**config.mk**
```make
export PLATFORM = sky130hd
export DESIGN_NAME = int_ctrl
export DESIGN_NICKNAME = d
export VERILOG_FILES = /design/src/rtl/int_ctrl.sv
export SDC_FILE = /design/constraint.sdc
export NUM_CORES = 1
export LEC_CHECK = 0
export BUFFER_PORTS_ARGS = -buffer_cell sky130_fd_sc_hd__buf_4
export CAP_MARGIN = 40
export CORE_MARGIN = 2
export CORE_UTILIZATION = 39
export CTS_CLUSTER_SIZE = 16
export DETAILED_ROUTE_END_ITERATION = 12
export PLACE_DENSITY_LB_ADDON = 0.3
export SLEW_MARGIN = 20
export SYNTH_ARGS = -nofsm -noshare
export SYNTH_HDL_FRONTEND = slang
export SYNTH_SLANG_ARGS = --single-unit
```
**constraint.sdc**
```tcl
create_clock -name clk_i -period 2.7 [get_ports clk_i]
set_input_delay 0.81 -clock clk_i [delete_from_list [all_inputs] [get_ports clk_i]]
set_output_delay 0.81 -clock clk_i [all_outputs]
set_load 0.02 [all_outputs]
```
**src/rtl/int_ctrl.sv**
```systemverilog
// Memory-mapped interrupt controller: latches edge/level requests, masks them and serves one at a
// time on hwint_o with an acknowledge cycle. Define INTC_SYNC_EN to add a 2-flop input synchronizer.
module int_ctrl #(
    parameter int unsigned NUM_SRC   = 6,
    parameter logic [31:0] BASE_ADDR = 32'h0000_7F40,
    parameter logic [31:0] ACK_ADDR  = 32'h0000_7F20
) (
    input  logic               clk_i,
    input  logic               rst_ni,
    input  logic [NUM_SRC-1:0] irq_src_i,
    input  logic [31:0]        bus_addr_i,
    input  logic [3:0]         bus_byteen_i,
    input  logic [31:0]        bus_wdata_i,
    output logic [31:0]        bus_rdata_o,
    output logic [NUM_SRC-1:0] hwint_o,
    input  logic               response_i,
    output logic [31:0]        ack_addr_o,
    output logic [3:0]         ack_byteen_o
);

    localparam int unsigned IdxW = 3;

    typedef enum logic [1:0] {
        StIdle   = 2'd0,
        StAssert = 2'd1,
        StAck    = 2'd2
    } state_e;

    state_e             state_q, state_d;
    logic [IdxW-1:0]    served_idx_q, served_idx_d;
    logic [NUM_SRC-1:0] hwint_q, hwint_d;
    logic [NUM_SRC-1:0] pend_q, pend_d;
    logic [NUM_SRC-1:0] mask_q, mask_d;
    logic [NUM_SRC-1:0] mode_q, mode_d;
    logic [NUM_SRC-1:0] irq_q;
    logic [NUM_SRC-1:0] irq_in;
    logic [NUM_SRC-1:0] rise;
    logic [NUM_SRC-1:0] clr;
    logic [NUM_SRC-1:0] req;
    logic [NUM_SRC-1:0] served_oh;
    logic [IdxW-1:0]    low_idx;
    logic               in_win;
    logic               wr_en;
    logic               wr_pend;
    logic               wr_mask;
    logic               wr_mode;
    logic               unused_bus;

`ifdef INTC_SYNC_EN
    logic [NUM_SRC-1:0] sync1_q, sync2_q;

    always_ff @(posedge clk_i or negedge rst_ni) begin
        if (!rst_ni) begin
            sync1_q <= '0;
            sync2_q <= '0;
        end else begin
            sync1_q <= irq_src_i;
            sync2_q <= sync1_q;
        end
    end

    assign irq_in = sync2_q;
`else
    assign irq_in = irq_src_i;
`endif

    // Only byte lane 0 carries register bits; the rest of the bus is deliberately ignored.
    assign unused_bus = ^{bus_wdata_i[31:NUM_SRC], bus_byteen_i[3:1], bus_addr_i[1:0]};

    assign in_win  = (bus_addr_i[31:4] == BASE_ADDR[31:4]);
    assign wr_en   = in_win && bus_byteen_i[0];
    assign wr_pend = wr_en && (bus_addr_i[3:2] == 2'd0);
    assign wr_mask = wr_en && (bus_addr_i[3:2] == 2'd1);
    assign wr_mode = wr_en && (bus_addr_i[3:2] == 2'd2);

    assign rise      = irq_in & ~irq_q;
    assign req       = pend_q & mask_q;
    assign served_oh = NUM_SRC'(1) << served_idx_q;

    always_comb begin
        low_idx = '0;
        for (int i = NUM_SRC - 1; i >= 0; i--) begin
            if (req[i]) begin
                low_idx = IdxW'(i);
            end
        end
    end

    always_comb begin
        mask_d = wr_mask ? bus_wdata_i[NUM_SRC-1:0] : mask_q;
        mode_d = wr_mode ? bus_wdata_i[NUM_SRC-1:0] : mode_q;
    end

    // Edge bits: a new rising edge beats any clear (software W1C or acknowledge) in the same cycle.
    always_comb begin
        pend_d = pend_q;
        clr    = '0;
        if (wr_pend) begin
            clr = bus_wdata_i[NUM_SRC-1:0];
        end
        if ((state_q == StAssert) && response_i) begin
            clr = clr | served_oh;
        end
        for (int i = 0; i < NUM_SRC; i++) begin
            if (mode_q[i]) begin
                pend_d[i] = rise[i] | (pend_q[i] & ~clr[i]);
            end else begin
                pend_d[i] = irq_in[i];
            end
        end
    end

    // Withdrawal is judged on next-cycle PEND/MASK so hwint drops on the edge of the mask write.
    always_comb begin
        state_d      = state_q;
        served_idx_d = served_idx_q;
        hwint_d      = hwint_q;
        unique case (state_q)
            StIdle: begin
                if (|req) begin
                    served_idx_d = low_idx;
                    hwint_d      = NUM_SRC'(1) << low_idx;
                    state_d      = StAssert;
                end
            end
            StAssert: begin
                if (response_i) begin
                    hwint_d = '0;
                    state_d = StAck;
                end else if (!(|(pend_d & mask_d & served_oh))) begin
                    hwint_d = '0;
                    state_d = StIdle;
                end
            end
            StAck: begin
                hwint_d = '0;
                state_d = StIdle;
            end
            default: begin
                hwint_d = '0;
                state_d = StIdle;
            end
        endcase
    end

    always_ff @(posedge clk_i or negedge rst_ni) begin
        if (!rst_ni) begin
            state_q      <= StIdle;
            served_idx_q <= '0;
            hwint_q      <= '0;
            pend_q       <= '0;
            mask_q       <= '0;
            mode_q       <= '1;
            irq_q        <= '0;
        end else begin
            state_q      <= state_d;
            served_idx_q <= served_idx_d;
            hwint_q      <= hwint_d;
            pend_q       <= pend_d;
            mask_q       <= mask_d;
            mode_q       <= mode_d;
            irq_q        <= irq_in;
        end
    end

    always_comb begin
        bus_rdata_o = '0;
        if (in_win) begin
            unique case (bus_addr_i[3:2])
                2'd0: bus_rdata_o[NUM_SRC-1:0] = pend_q;
                2'd1: bus_rdata_o[NUM_SRC-1:0] = mask_q;
                2'd2: bus_rdata_o[NUM_SRC-1:0] = mode_q;
                2'd3: bus_rdata_o[5:0]         = {state_q, 1'b0, served_idx_q};
                default: bus_rdata_o = '0;
            endcase
        end
    end

    assign hwint_o      = hwint_q;
    assign ack_addr_o   = (state_q == StAck) ? ACK_ADDR : 32'h0;
    assign ack_byteen_o = (state_q == StAck) ? 4'b0001 : 4'b0000;

endmodule

```
==> flow_summary.json <==
{
  "dr.pass1.iters": 4,
  "clock_sinks": 35,
  "die_area_um2": 6610,
  "ios": 151,
  "final-setup-viol-count": 13,
  "leakage_nw": 1.47,
  "synthAdderAreaFrac": 0,
  "synth_seq_cells": 35,
  "cts_hold_buf": 0,
  "cp-end-kind": "output port",
  "slew_violations": 0,
  "synth_mux_area_frac": 0.116,
  "worstPathArrival_ns": 2.19,
  "fmax_ghz": 0.333,
  "ant_nets": 0,
  "grtUsageTotal": 0.159,
  "diodes": 0,
  "grt_max_degree": 36,
  "yosys.area_share.simple": 0.177,
  "overflow": 0,
  "p_total_mw": 1.07,
  "cp.required_ns": 1.89,
  "period_minus_slack_ns": 3.00,
  "rows": 28,
  "finClkSkew_ns": 0.00558,
  "synth_area_um2": 2330,
  "drt-initial-drc-count": 66,
  "die_h_um": 81.3,
  "yosysUniqueCellTypes": 45,
  "vias_per_cell": 4.75,
  "worst_slew_pin_slew_ns": 0.533,
  "synth_top_area_share": 0.311,
  "drc": 0,
  "cts_buffers": 5,
  "pwr-share-comb": 0.164,
  "clock_latency_ns": 0.28,
  "power.share.sequential": 0.504,
  "synth_area_leaders": "dfrtp_1, buf_4, dfstp_2, mux2_2, mux4_2",
  "wl_per_cell_um": 13.2,
  "finalNetCount": 391,
  "core_um2": 5850,
  "antenna_found_initial": 0,
  "status": "complete, but fails checks",
  "layout_commonest_cell": "buf_4",
  "peakVddDrop_uv": 189,
  "ys_seq_area_frac": 0.379,
  "yosysTopAreaCell": "dfrtp_1",
  "port_buffers": 66,
  "final_cell_mix": "buf_4, conb_1, nand2_1, dfrtp_1, buf_6",
  "drv_cap": 0,
  "synthXorXnorAreaFrac": 0,
  "powerDensity_nw_per_um2": 354,
  "critPathKind": "input pin to output port",
  "htreeDepth": 2,
  "vias": 1849,
  "synth_top_family_by_area": "buffers and inverters",
  "clk_pin_slew_ns": 0.07,
  "syn_area_per_cell_um2": 9.76,
  "violations": "negative setup slack",
  "startpoint_type": "input pin",
  "fin_hold_ws_ns": 0.473,
  "cts_buffer_depth": 2,
  "cts_root_buf": "clkbuf_8",
  "place.gp.congestion": 0.846,
  "drive_gt1_frac": 0.417,
  "rsz0062_at_grt": "yes",
  "hold_class": "input pin to async pin",
  "slew_headroom": 0.644,
  "worstPathMaxFanout": 7,
  "power.switching_mw": 0.290,
  "p_int_mw": 0.780,
  "setup_ws_ns": -0.301,
  "die_width_um": 81.3,
  "netlist_instances": 239,
  "finalCritPeriodShare": 1.11,
  "drt_wl_total_um": 5130,
  "sw_frac_of_total": 0.271,
  "pwr-share-clk": 0.331,
  "initial_utilization": 0.399,
  "hpwlAfterDp_um": 3950,
  "grt_first_pass_wirelength_um": 8050,
  "grt_pass1_vias": 1734,
  "yosys_warnings": 0,
  "fillCellCount": 562,
  "finalHoldViolations": 0,
  "synth_compound_area_frac": 0.101,
  "cts_tree": "done",
  "syn_to_final_growth_pct": 29.8
}
[layer usage]
metal / global-route usage / up-vias / part of all wire / wire (um)
li1: - / 871 / - / -
met1: 0.202 / 901 / 0.41 / 2110
met2: 0.264 / 69 / 0.51 / 2620
met3: 0.0322 / 8 / 0.063 / 321
met4: 0.0627 / 0 / 0.016 / 84
met5: 0 / - / 0 / 0
[final cells by class]
type,count,area (um^2),share of cell area
timing repair buffer,84,683,0.226
inverter,11,41.3,0.0136
multi-input combinational,177,1250,0.413
sequential,35,883,0.292
tap,75,93.8,0.0310
clock buffer,7,76.3,0.0252
[cells by family (layout without fill, tap and decap cells)]
logic type	count (synthesis)	after routing
compound gates	32	32
buf+inv	79	102
flops	35	35
mux	19	19
other cells	1	53
simple gates	73	73
[path summary, 6_finish.rpt]
check / start / end / slack, ns / cells after the start
min: rst_ni / hwint_o[1] / 0.47 / 1
min reg2reg: hwint_o[4] / hwint_o[4] / 0.53 / 2
min in group clk_i: hwint_o[4] / hwint_o[4] / 0.53 / 2
max in group asynchronous: rst_ni / mode_q[5] / 1.88 / 1
max: bus_addr_i[27] / bus_rdata_o[5] / -0.30 / 5
max reg2reg: served_idx_q[0] / hwint_o[4] / 0.44 / 8
[power groups by stage]
| stage | clock network, mW | registers, mW | logic, mW |
|---|---|---|---|
| detailed placement | 0 | 0.549 | 0.168 |
| finish | 0.355 | 0.540 | 0.176 |
| floorplan | 0 | 0.547 | 0.152 |
| global placement | 0 | 0.549 | 0.167 |
| CTS | 0.364 | 0.540 | 0.174 |
| global route | 0.388 | 0.540 | 0.192 |
[sequential cells by signal (all words and copies together), names as in the netlist]
signal,flops
hwint_o,6
state_q,2
pend_q,6
mask_q,6
mode_q,6
served_idx_q,3
irq_q,6
[worst max-delay path, stage by stage]
cell	delay (ns)
buf_6	0.09
or4_4	0.52
or3_4	0.50
nor2b_4	0.15
buf_6	0.12
[metrics by stage]
stage	instance area, um^2	utilization	cells	TNS [ns]	setup WS (ns)
after floorplan	2620	-	291	-2.74	-0.254
after global placement	2820	0.483	379	-6.66	-0.532
after detailed placement	2820	0.483	379	-7.09	-0.561
after CTS	3010	0.515	388	-3.50	-0.345
after global routing	3030	0.517	389	-4.00	-0.349
final	3030	0.517	389	-3.09	-0.301
[Yosys cell counts (all sizes together)]
cell,n
buf,61
nand2,30
dfrtp,29
inv,11
mux2,11
nor2b,8
clkbuf,7
dfstp,6
nand3,6
a32oi,5
mux4,5
nor2,5
o21ai,5
a21oi,4
a31oi,4
nor4,4
mux2i,3
o22ai,3
a21o,2
and3b,2
nand2b,2
nand3b,2
nand4,2
nor3b,2
nor4b,2
o32ai,2
or3,2
a21boi,1
a22oi,1
a32o,1
and4,1
conb,1
nand4b,1
nor3,1
nor4bb,1
o211ai,1
o221a,1
o311a,1
o31a,1
or3b,1
or4,1
[what timing repair did]
item,in CTS,in global routing
cloned,0,0
setup endpoints to repair,13,13
resized for setup,21,4
pin swaps,11,4
buffers inserted,2,2
(Power assumes the default switching activity.)
